### src/rtl/pupil_locator.sv
// pupil_locator: thresholds the gray pixel stream inside an ROI, accumulates dark-pixel
// count and coordinate sums per frame, and reports the centroid as a BOX-sized marker origin.
module pupil_locator #(
    parameter int CNTW    = 22,
    parameter int SUMW    = 35,
    parameter int BOX     = 40,
    parameter int ROI_X0  = 16,
    parameter int ROI_X1  = 1264,
    parameter int ROI_Y0  = 16,
    parameter int ROI_Y1  = 944,
    parameter int MIN_PIX = 64
) (
    input  logic        iCLK,
    input  logic        iRST,
    input  logic        iDVAL,
    input  logic [9:0]  iGRAY,
    input  logic [12:0] iH_Cont,
    input  logic [12:0] iV_Cont,
    input  logic [9:0]  iTHRESH,
    output logic [15:0] oPosX,
    output logic [15:0] oPosY,
    output logic        oFound,
    output logic        oValid,
    output logic        oOverrun
);
    localparam int IW = $clog2(SUMW);

    typedef enum logic [2:0] {IDLE, CHECK, DIVX, DIVY, UPDATE} state_t;

    state_t          state_q, state_d;
    logic [12:0]     vlast_q, quo_n, qx_q, qy_q;
    logic [11:0]     quo_q;
    logic [CNTW-1:0] cnt_q, cnt_d, snap_cnt_q, rem_q, rem_n;
    logic [SUMW-1:0] sx_q, sx_d, sy_q, sy_d, snap_sx_q, snap_sy_q;
    logic [IW-1:0]   idx_q;
    logic [CNTW:0]   rem_sh;
    logic            boundary, hit, ge, last, found_q, upd_q;

    assign boundary = iDVAL && (iV_Cont < vlast_q);
    assign hit      = iDVAL && (iGRAY < iTHRESH)
                      && (iH_Cont >= 13'(ROI_X0)) && (iH_Cont <= 13'(ROI_X1))
                      && (iV_Cont >= 13'(ROI_Y0)) && (iV_Cont <= 13'(ROI_Y1));

    // The boundary pixel lands in a freshly cleared set; a saturated count freezes the sums.
    always_comb begin
        cnt_d = boundary ? '0 : cnt_q;
        sx_d  = boundary ? '0 : sx_q;
        sy_d  = boundary ? '0 : sy_q;
        if (hit && !(&cnt_d)) begin
            cnt_d = cnt_d + CNTW'(1);
            sx_d  = sx_d + SUMW'(iH_Cont);
            sy_d  = sy_d + SUMW'(iV_Cont);
        end
    end

    assign rem_sh = {rem_q, (state_q == DIVX) ? snap_sx_q[SUMW-1] : snap_sy_q[SUMW-1]};
    assign ge     = rem_sh >= {1'b0, snap_cnt_q};
    assign rem_n  = ge ? CNTW'(rem_sh - {1'b0, snap_cnt_q}) : rem_sh[CNTW-1:0];
    assign quo_n  = {quo_q, ge};
    assign last   = idx_q == IW'(SUMW - 1);

    always_comb begin
        state_d = state_q;
        case (state_q)
            IDLE:    state_d = boundary ? CHECK : IDLE;
            CHECK:   state_d = (snap_cnt_q < CNTW'(MIN_PIX)) ? UPDATE : DIVX;
            DIVX:    state_d = last ? DIVY : DIVX;
            DIVY:    state_d = last ? UPDATE : DIVY;
            UPDATE:  state_d = IDLE;
            default: state_d = IDLE;
        endcase
    end

    always_ff @(posedge iCLK or negedge iRST) begin
        if (!iRST) begin
            state_q    <= IDLE;
            vlast_q    <= '0;
            cnt_q      <= '0;
            sx_q       <= '0;
            sy_q       <= '0;
            snap_cnt_q <= '0;
            snap_sx_q  <= '0;
            snap_sy_q  <= '0;
            rem_q      <= '0;
            quo_q      <= '0;
            idx_q      <= '0;
            qx_q       <= '0;
            qy_q       <= '0;
            found_q    <= 1'b0;
            upd_q      <= 1'b0;
            oPosX      <= '0;
            oPosY      <= '0;
            oFound     <= 1'b0;
            oValid     <= 1'b0;
            oOverrun   <= 1'b0;
        end else begin
            state_q <= state_d;
            cnt_q   <= cnt_d;
            sx_q    <= sx_d;
            sy_q    <= sy_d;
            if (iDVAL)
                vlast_q <= iV_Cont;
            if (boundary && state_q == IDLE) begin
                snap_cnt_q <= cnt_q;
                snap_sx_q  <= sx_q;
                snap_sy_q  <= sy_q;
            end
            if (boundary && state_q != IDLE)
                oOverrun <= 1'b1;
            if (state_q == CHECK)
                found_q <= snap_cnt_q >= CNTW'(MIN_PIX);
            // Divider state returns to zero on the last step, ready for the next pass.
            if (state_q == DIVX || state_q == DIVY) begin
                rem_q <= last ? '0 : rem_n;
                quo_q <= last ? '0 : quo_n[11:0];
                idx_q <= last ? '0 : idx_q + IW'(1);
            end
            if (state_q == DIVX) begin
                snap_sx_q <= snap_sx_q << 1;
                if (last)
                    qx_q <= quo_n;
            end
            if (state_q == DIVY) begin
                snap_sy_q <= snap_sy_q << 1;
                if (last)
                    qy_q <= quo_n;
            end
            upd_q  <= state_q == UPDATE;
            oValid <= upd_q;
            if (upd_q) begin
                oFound <= found_q;
                if (found_q) begin
                    oPosX <= (qx_q >= 13'(BOX / 2)) ? 16'(qx_q - 13'(BOX / 2)) : '0;
                    oPosY <= (qy_q >= 13'(BOX / 2)) ? 16'(qy_q - 13'(BOX / 2)) : '0;
                end
            end
        end
    end
endmodule

### config.mk
export PLATFORM = sky130hd
export DESIGN_NAME = pupil_locator
export DESIGN_NICKNAME = d
export VERILOG_FILES = /design/src/rtl/pupil_locator.sv
export SDC_FILE = /design/constraint.sdc
export NUM_CORES = 1
export LEC_CHECK = 0
export BUFFER_PORTS_ARGS = -buffer_cell sky130_fd_sc_hd__buf_2
export CORE_ASPECT_RATIO = 1.5
export CORE_UTILIZATION = 56
export CTS_BUF_LIST = sky130_fd_sc_hd__clkbuf_8 sky130_fd_sc_hd__clkbuf_16
export DETAILED_ROUTE_END_ITERATION = 10
export PLACE_DENSITY = 0.85
export SLEW_MARGIN = 20
export SYNTH_ARGS = -nofsm -noshare
export SYNTH_HDL_FRONTEND = slang
export SYNTH_SLANG_ARGS = --single-unit
export TNS_END_PERCENT = 50
### constraint.sdc
create_clock -name iCLK -period 4 [get_ports iCLK]
set_clock_uncertainty 0.2 [all_clocks]
set_input_delay 0.4 -clock iCLK [delete_from_list [all_inputs] [get_ports iCLK]]
set_output_delay 0.4 -clock iCLK [all_outputs]
set_load 0.1 [all_outputs]
==> summary.md, run 1 <==
| Metric | Value |
|---|---|
| DR iter-0 viols | 1559 |
| Die ar. | 29000 µm² |
| Async SR Flop Fraction | 100% |
| Critical path, cell by cell | inv_2, ha_4, nand3_2, a21oi_2, and3b_2, o21ai_2, buf_6, buf_6, and3_4, ha_4, buf_6, o211ai_1, nand2_1, nand4_1, o21ai_2, o41ai_4, or4b_4, buf_4, o31ai_1, a21oi_1 |
| Die span in x | 139 µm |
| Hold-critical path depth | 3 |
| Number of distinct library cells after synthesis | 67 |
| Wire per inst | 22.6 µm |
| Max clock buf depth | 3 |
| Routed Antenna Nets | 0 |
| Worst reg2reg path endpoint | sy_q[29] |
| Unrepaired setup endpoints after global routing | yes |
| Synthesized area | 15900 µm² |
| Row count | 75 |
| Clock Latency Late Sink | 0.60 ns |
| Sequential element share of the synthesized area | 47.2% |
| Cell Count, Final, Fillers Out | 2259 |
| Final Critical Period | 4.63 ns |
| Clock Sinks | 299 |
| Crit path launch type | flip-flop |
| Inst Count DP | 2152 |
| Vias | 15100 |
| GRT Util Overall | 28.7% |
| Hold EP | sx_q[0] |
| Cells after synthesis | 1700 |
| Cell repeated most along the worst path | buf_6 |
| Number of synthesized register bits | 299 |
| FMAX | 216 MHz |
| Worst Setup End Kind | flip-flop |
| Vias in the first global route | 14500 |
| Top delay family on crit path | simple AND/OR/NAND/NOR gates |
| Failing checks | negative setup slack |
| Number of flops mapped to enable cells by yosys | 0 |
| Critical Path Max Stage Delay | 0.56 ns |
| Reg2reg start | vlast_q[6] |
| VDD IR-drop max | 390 µV |
| Die Y | 208 µm |
| PnR worst setup slack | -0.630 ns |
| Final net count | 2021 |
| Critical Path Fanout Max | 8 |
| Buffers & Inverters on Critical Path | 5 |
| Initial antenna violation count | 1 |
| Crit path max-delay cell type | or4b_4 |
| DR DRC count | 0 |
| Number of CTS-inserted buffers | 29 |
| Root buf cell | clkbuf_16 |
| Drt pass-1 iters | 6 |
| Drt via density | 6.67 |
| Endpoints failing setup | 89 |
| Max cap viols | 0 |
| Cell area after layout | 19800 µm² |
| P_leak | 9.25 nW |
| Clock power share | 34.5% |
| Status | finished, violations left |
| Min-Delay Path Class | primary input to flip-flop |
| Critical Path RT | 4.24 ns |
| Max transition margin | 49.7% |
| Io pins | 84 |
| Gpl congestion | 0.904 |
| Net Count, Synth | 1828 |
| Crit Path Class | flip-flop to flip-flop |
| Largest net degree at the start of global routing | 96 |
| DP Worst Slack | -0.443 ns |
| Fin Setup TNS | -24.19 ns |
| Share of layout cells above drive strength 1 | 24.3% |
| Worst Max-Slew Pin Slew | 0.755 ns |
| Beginning of the worst hold path | iH_Cont[0] |
| Reg clk slew, reported paths | 0.07 ns |
| H-tree levels | 1 |
| Critical Path Start | vlast_q[6] |
| Hold Fails Final Rpt | 0 |
| Fin Hold WS | 0.0301 ns |
| Comb pwr share | 18.7% |
| DP HPWL | 25300 µm |
| Pwr Density | 396 nW/µm² |
| Setup slack, reg-to-reg | -0.63 ns |
| Worst endpoint data arrival time | 4.87 ns |
| Int Pwr | 5.43 mW |
| Period utilization | 116% |
| Yosys warns | 0 |
| First-pass GRT wire length | 67900 µm |
| Starting Density | 56.9% |
| Primary FF master, synth | dfrtp_1 |
| CORE AREA | 27900 µm² |
| FILL cells | 1655 |
| Switching share of power | 30.8% |
| Dpl cell area | 17300 µm² |
| Area Overhead vs Synth | 24.9% |
| CTS tree | done |
| Psw | 2.42 mW |
| GRT overflow | 0 |
| Port buffer count | 83 |
| Final count of pins violating max slew | 0 |
| Synthesized area per cell | 9.33 µm² |
| Sequential Power Share | 46.8% |
| R2R cell count | 20 |
| Total Routed Length | 51100 µm |
[final cells by class]
class                      instances  area [µm²]  share of cell area [%]
sequential                       299        7480                    37.8
clock inverter                    17         139                   0.701
clock buffer                      33         781                    3.94
timing repair buffer             248        2000                    10.1
tap                              346         433                    2.18
antenna                            1        2.50                  0.0126
inverter                          76         293                    1.48
multi-input combinational       1239        8690                    43.8
[cells in the final DEF, fill, tap and decap left out, types with 7 or more instances in the layout]
cell           instances
o311ai_0               8
mux2i_1                8
ha_1                  54
nor4_1                21
ha_4                  21
o21a_1                 8
nand2b_1              14
dfrtp_1              299
buf_12                 8
a21o_1                12
nor3b_1                7
buf_4                123
clkbuf_16             37
and3_4                12
nand2_1              173
nor3_1                31
and3_1                27
xor2_1                23
a21oi_2                9
buf_6                 15
nor2_1               232
mux2_2                40
o31ai_1               11
nand3_1               32
buf_2                 82
nor3_4                11
inv_1                 74
o21ai_0              113
nand4_1               24
o22ai_1               68
or3_1                  7
xnor2_1               89
dlygate4sd3_1          9
a21oi_1               32
[power by group through the flow]
stage | clock (mW) | sequential (mW) | combinational [mW]
floorplan | 0 | 3.63 | 0.837
global placement | 0 | 3.66 | 1.17
detailed placement | 0 | 3.68 | 1.22
CTS | 2.70 | 3.64 | 1.28
global route | 2.85 | 3.70 | 1.58
finish | 2.71 | 3.68 | 1.47
[worst min-delay path: stages]
cell and delay [ns]:
buf_2 0.13, ha_4 0.13, mux2_2 0.13
[registers in the layout, summed over array words and instances, names as in the netlist, 14 cells and up]
name / flops
rem_q: 22
sy_q: 35
snap_sy_q: 35
snap_cnt_q: 22
oPosY: 14
oPosX: 14
sx_q: 35
cnt_q: 22
snap_sx_q: 35
[logic make-up after synthesis]
kind of cell / after synthesis / share of synthesized area [%]
DFF: 299 / 47.2
buffers and inverters: 162 / 4.28
AOI/OAI and AO/OA: 332 / 13.0
and+or+nand+nor: 667 / 19.6
xor gates and xnor gates: 113 / 6.24
adders and majority gates: 79 / 6.37
muxes: 48 / 3.35
[timing repair]
| item | in CTS | in global routing |
|---|---|---|
| hold endpoints to repair | 100 | 0 |
| pin swaps | 38 | 56 |
| hold buffers | 9 | 0 |
| setup endpoints to repair | 88 | 88 |
| gates resized for setup | 103 | 89 |
| setup buffers | 18 | 19 |
| cloned | 2 | 9 |
[per-layer routing]
metal  GRT usage (%)  wire (µm)  up-vias
met5               0          0        -
met3            3.80       4150      431
met4            18.6       4690        0
li1                -          -     6338
met1            30.4      16700     7238
met2            52.9      25500     1071
[metrics by stage]
stage,power (mW),util [%]
2_1_floorplan,4.47,-
5_1_grt,8.13,71.1
6_report,7.85,71.1
3_3_place_gp,4.83,61.9
3_5_place_dp,4.91,61.9
4_1_cts,7.62,68.1
[cells in the mapped netlist, types with 5 or more instances]
master	instances	area share, %
and3_1	39	1.5
a21o_1	12	0.57
nor2_1	239	5.7
clkbuf_1	62	1.5
dfrtp_1	299	47
or2_2	6	0.24
a211oi_1	6	0.28
nor4b_1	6	0.33
a21oi_1	41	1.3
nor3_1	45	1.4
nand4_1	24	0.95
o21ai_0	117	3.7
nand2_1	177	4.2
o22ai_1	70	2.8
mux2i_1	8	0.50
a31oi_1	7	0.28
ha_1	76	6.0
nor2b_1	10	0.39
nand3_1	34	1.1
inv_1	76	1.8
and2_1	6	0.24
nand2b_1	15	0.59
o311ai_0	8	0.44
xnor2_1	90	5.0
o21a_1	9	0.43
buf_1	7	0.17
buf_4	12	0.57
nor4_1	29	1.1
o31ai_1	13	0.62
or3_1	8	0.32
o211ai_1	5	0.24
or4_1	9	0.43
mux2_2	40	2.8
nor3b_1	11	0.52
xor2_1	23	1.3
[worst max-delay path by stage]
| stage | end | slack (ns) | cells past startpoint |
|---|---|---|---|
| 6_report | sy_q[29] | -0.63 | 20 |
| 4_1_cts | sy_q[32] | -0.06 | 22 |
| 5_1_grt | sy_q[29] | -0.58 | 20 |
| 3_3_place_gp | sx_q[20] | -0.24 | 20 |
| 3_5_place_dp | sx_q[20] | -0.44 | 19 |
| 2_1_floorplan | sx_q[22] | -0.009 | 18 |
Note: power is estimated with default switching activity, not from simulation.
==> inputs of run 2 (changes only) <==
- BUFFER_PORTS_ARGS: -buffer_cell sky130_fd_sc_hd__buf_2 -> -buffer_cell sky130_fd_sc_hd__clkbuf_2
- CTS_CLUSTER_DIAMETER: not set -> 30
==> run 2 against run 1 <==
The run still ends with negative setup slack left. Sequential power barely moved. Global-route usage rose by 0.26 points. Worst hold slack improved by 0.0031 ns. Utilization rose by 0.67 points. Count of clock-buffer cells in the layout rose by 15. Worst setup slack improved by 0.36 ns. Via count fell by 3.1%. Sequential share of layout area fell by 0.35 points. Flip-flop and latch count did not move. Cell area rose by 0.94%.
==> summary.md, run 2 (synthesized netlist as in run 1, its figures left out) <==
| Metric | Value |
|---|---|
| Worst Setup End Kind | flip-flop |
| Largest net degree at the start of global routing | 105 (+9.4%) |
| Max cap viols | 0 (unchanged) |
| Most common cell after layout, fill and taps aside | dfrtp_1 |
| Number of CTS-inserted buffers | 43 (+48%) |
| Area Overhead vs Synth | 26.1% |
| Endpoints failing setup | 78 (-12%) |
| Drt pass-1 iters | 5 (-1) |
| Critical Path Fanout Max | 8 (unchanged) |
| Die span in x | 139 µm (unchanged) |
| Min-Delay Path Class | primary input to flip-flop |
| Commonest non-fill, non-tap cells in the layout | dfrtp_1 (299), nor2_1 (233), nand2_1 (174), o21ai_0 (113), buf_4 (113) |
| CTS tree | done |
| Fin Hold WS | 0.0331 ns (+0.00305 ns) |
| Vias | 14600 (-3.1%) |
| Die ar. | 29000 µm² (unchanged) |
| Port buffer count | 83 (unchanged) |
| Share of layout cells above drive strength 1 | 24.3% (about the same) |
| GRT Util Overall | 28.9% (+0.26 points) |
| Crit path launch type | flip-flop |
| Failing checks | negative setup slack |
| Cell Count, Final, Fillers Out | 2266 (+0.31%) |
| PnR worst setup slack | -0.268 ns (+0.362 ns) |
| FMAX | 234 MHz (+8.5%) |
| Drt via density | 6.45 (-3.4%) |
| Critical path, cell by cell | inv_1, ha_4, nand2_1, a21oi_1, and3b_1, o21ai_1, buf_4, buf_6, buf_6, and3_4, ha_4, nand2_2, or4_4, nor3_4, a31o_4, buf_6, clkbuf_16, nor3_2, xnor2_1, nor2_1 |
| Fin Setup TNS | -8.61 ns (+15.58 ns) |
| Max transition margin | 42.7% (-7.0 points) |
| Status | finished, violations left |
| Final core utilization | 71.8% (+0.67 points) |
| Gpl congestion | 0.922 (+1.9%) |
| Cell repeated most along the worst path | buf_6 |
| Pwr Density | 454 nW/µm² (+15%) |
| Hold Fails Final Rpt | 0 (unchanged) |
| Critical Path RT | 4.21 ns (-0.03 ns) |
| Row count | 75 (unchanged) |
| Inst Count DP | 2150 (-0.093%) |
| Unrepaired setup endpoints after global routing | yes |
| GRT overflow | 0 (unchanged) |
| Starting Density | 56.9% (unchanged) |
| VDD IR-drop max | 524 µV (+34%) |
| Final count of pins violating max slew | 0 (unchanged) |
| Root buf cell | clkbuf_16 |
| Reg clk slew, reported paths | 0.06 ns (about the same) |
| Final net count | 2014 (-0.35%) |
| Worst endpoint data arrival time | 4.48 ns (-0.39 ns) |
| Die Y | 208 µm (unchanged) |
| Crit path max-delay cell type | or4_4 |
| Vias in the first global route | 14400 (-0.34%) |
| CORE AREA | 27900 µm² (unchanged) |
| Wire per inst | 21.0 µm (-7.0%) |
| Io pins | 84 (unchanged) |
| DP HPWL | 25200 µm (-0.27%) |
| DR DRC count | 0 (unchanged) |
| H-tree levels | 2 (+1) |
| ANT cells | 0 (-1) |
| Worst Max-Slew Pin Slew | 0.859 ns (+0.104 ns) |
| Period utilization | 107% (-9.0 points) |
| Clock Latency Late Sink | 0.56 ns (-0.04 ns) |
| Max clock buf depth | 3 (unchanged) |
| Final Critical Period | 4.27 ns (-0.362 ns) |
| DR iter-0 viols | 1357 (-13%) |
| Routed Antenna Nets | 0 (unchanged) |
| Critical Path Max Stage Delay | 0.51 ns (-0.05 ns) |
| Initial antenna violation count | 0 (-1) |
| Clock Sinks | 299 (unchanged) |
| Crit Path Class | flip-flop to flip-flop |
| First-pass GRT wire length | 68600 µm (+0.98%) |
| P_leak | 9.26 nW (about the same) |
| Total Routed Length | 47700 µm (-6.7%) |
## run 2: changes by cell type in the layout (fill, tap and decap cells not counted), sizes merged
cell | previous run | this run
clkinvlp | 2 | 3
inv | 82 | 90
a31o | 4 | 5
clkbuf | 41 | 134
bufinv | 1 | 4
diode | 1 | 0
dlygate4sd3 | 9 | 4
clkinv | 8 | 10
buf | 231 | 136
## run 2: layout make-up
| type | count | area, µm² |
|---|---|---|
| clock buffer | 48 | 1170 |
| clock inverter | 31 | 374 |
| fill | 1663 | 7870 |
| inverter | 76 | 288 |
| multi-input combinational | 1240 | 8540 |
| sequential | 299 | 7480 |
| tap | 346 | 433 |
| timing repair buffer | 226 | 1720 |
## run 2: path summary, 6_finish.rpt
check / start / end / slack (ns) / cells past startpoint
setup reg to reg: vlast_q[8] / sx_q[15] / -0.27 / 20
setup / recovery: vlast_q[8] / sx_q[15] / -0.27 / 20
hold / removal: iV_Cont[12] / vlast_q[12] / 0.03 / 4
hold reg to reg: upd_q / oValid / 0.25 / 0
min in group asynchronous: iRST / oPosY[2] / 0.31 / 2
max in group asynchronous: iRST / qx_q[5] / 2.30 / 3
## run 2: stage by stage
stage	total power [mW]	area [µm²]	worst slack (ns)
detailed placement	4.91	17200	-0.313
CTS	8.95	19300	0.00679
floorplan	4.47	15900	-0.00941
global route	9.42	20000	-0.386
global placement	4.83	17200	-0.226
finish	9.08	20000	-0.268
## run 2: worst max-delay path: cells and delay by family, from the launching register on
kind                       cells  cell delay (ns)
buffers and inverters          6             0.84
AOI/OAI and AO/OA              3             0.56
xor gates and xnor gates       1             0.24
DFF                            1             0.37
and+or+nand+nor                8             1.47
adders and majority gates      2             0.44
## run 2: timing repair
action / CTS / global route
hold buffers: 4 / 0
setup buffers: 10 / 16
gates cloned: 3 / 6
pin swaps: 22 / 49
setup endpoints to repair: 83 / 87
gates resized for setup: 56 / 102
hold endpoints to repair: 101 / 0
## run 2: metal layers
| layer | global-route usage (%) | vias to the layer above | share of wire [%] |
|---|---|---|---|
| met1 | 31.0 | 7066 | 34 |
| met5 | 0 | - | 0 |
| met3 | 4.19 | 298 | 6.6 |
| li1 | - | 6358 | - |
| met4 | 16.8 | 0 | 6.9 |
| met2 | 53.6 | 894 | 52 |
## run 2: power by group
part	internal (mW)	total (mW)	switching, mW
Sequential	3.41	3.67	0.261
Clock	2.44	4.03	1.59
Combinational	0.528	1.38	0.856
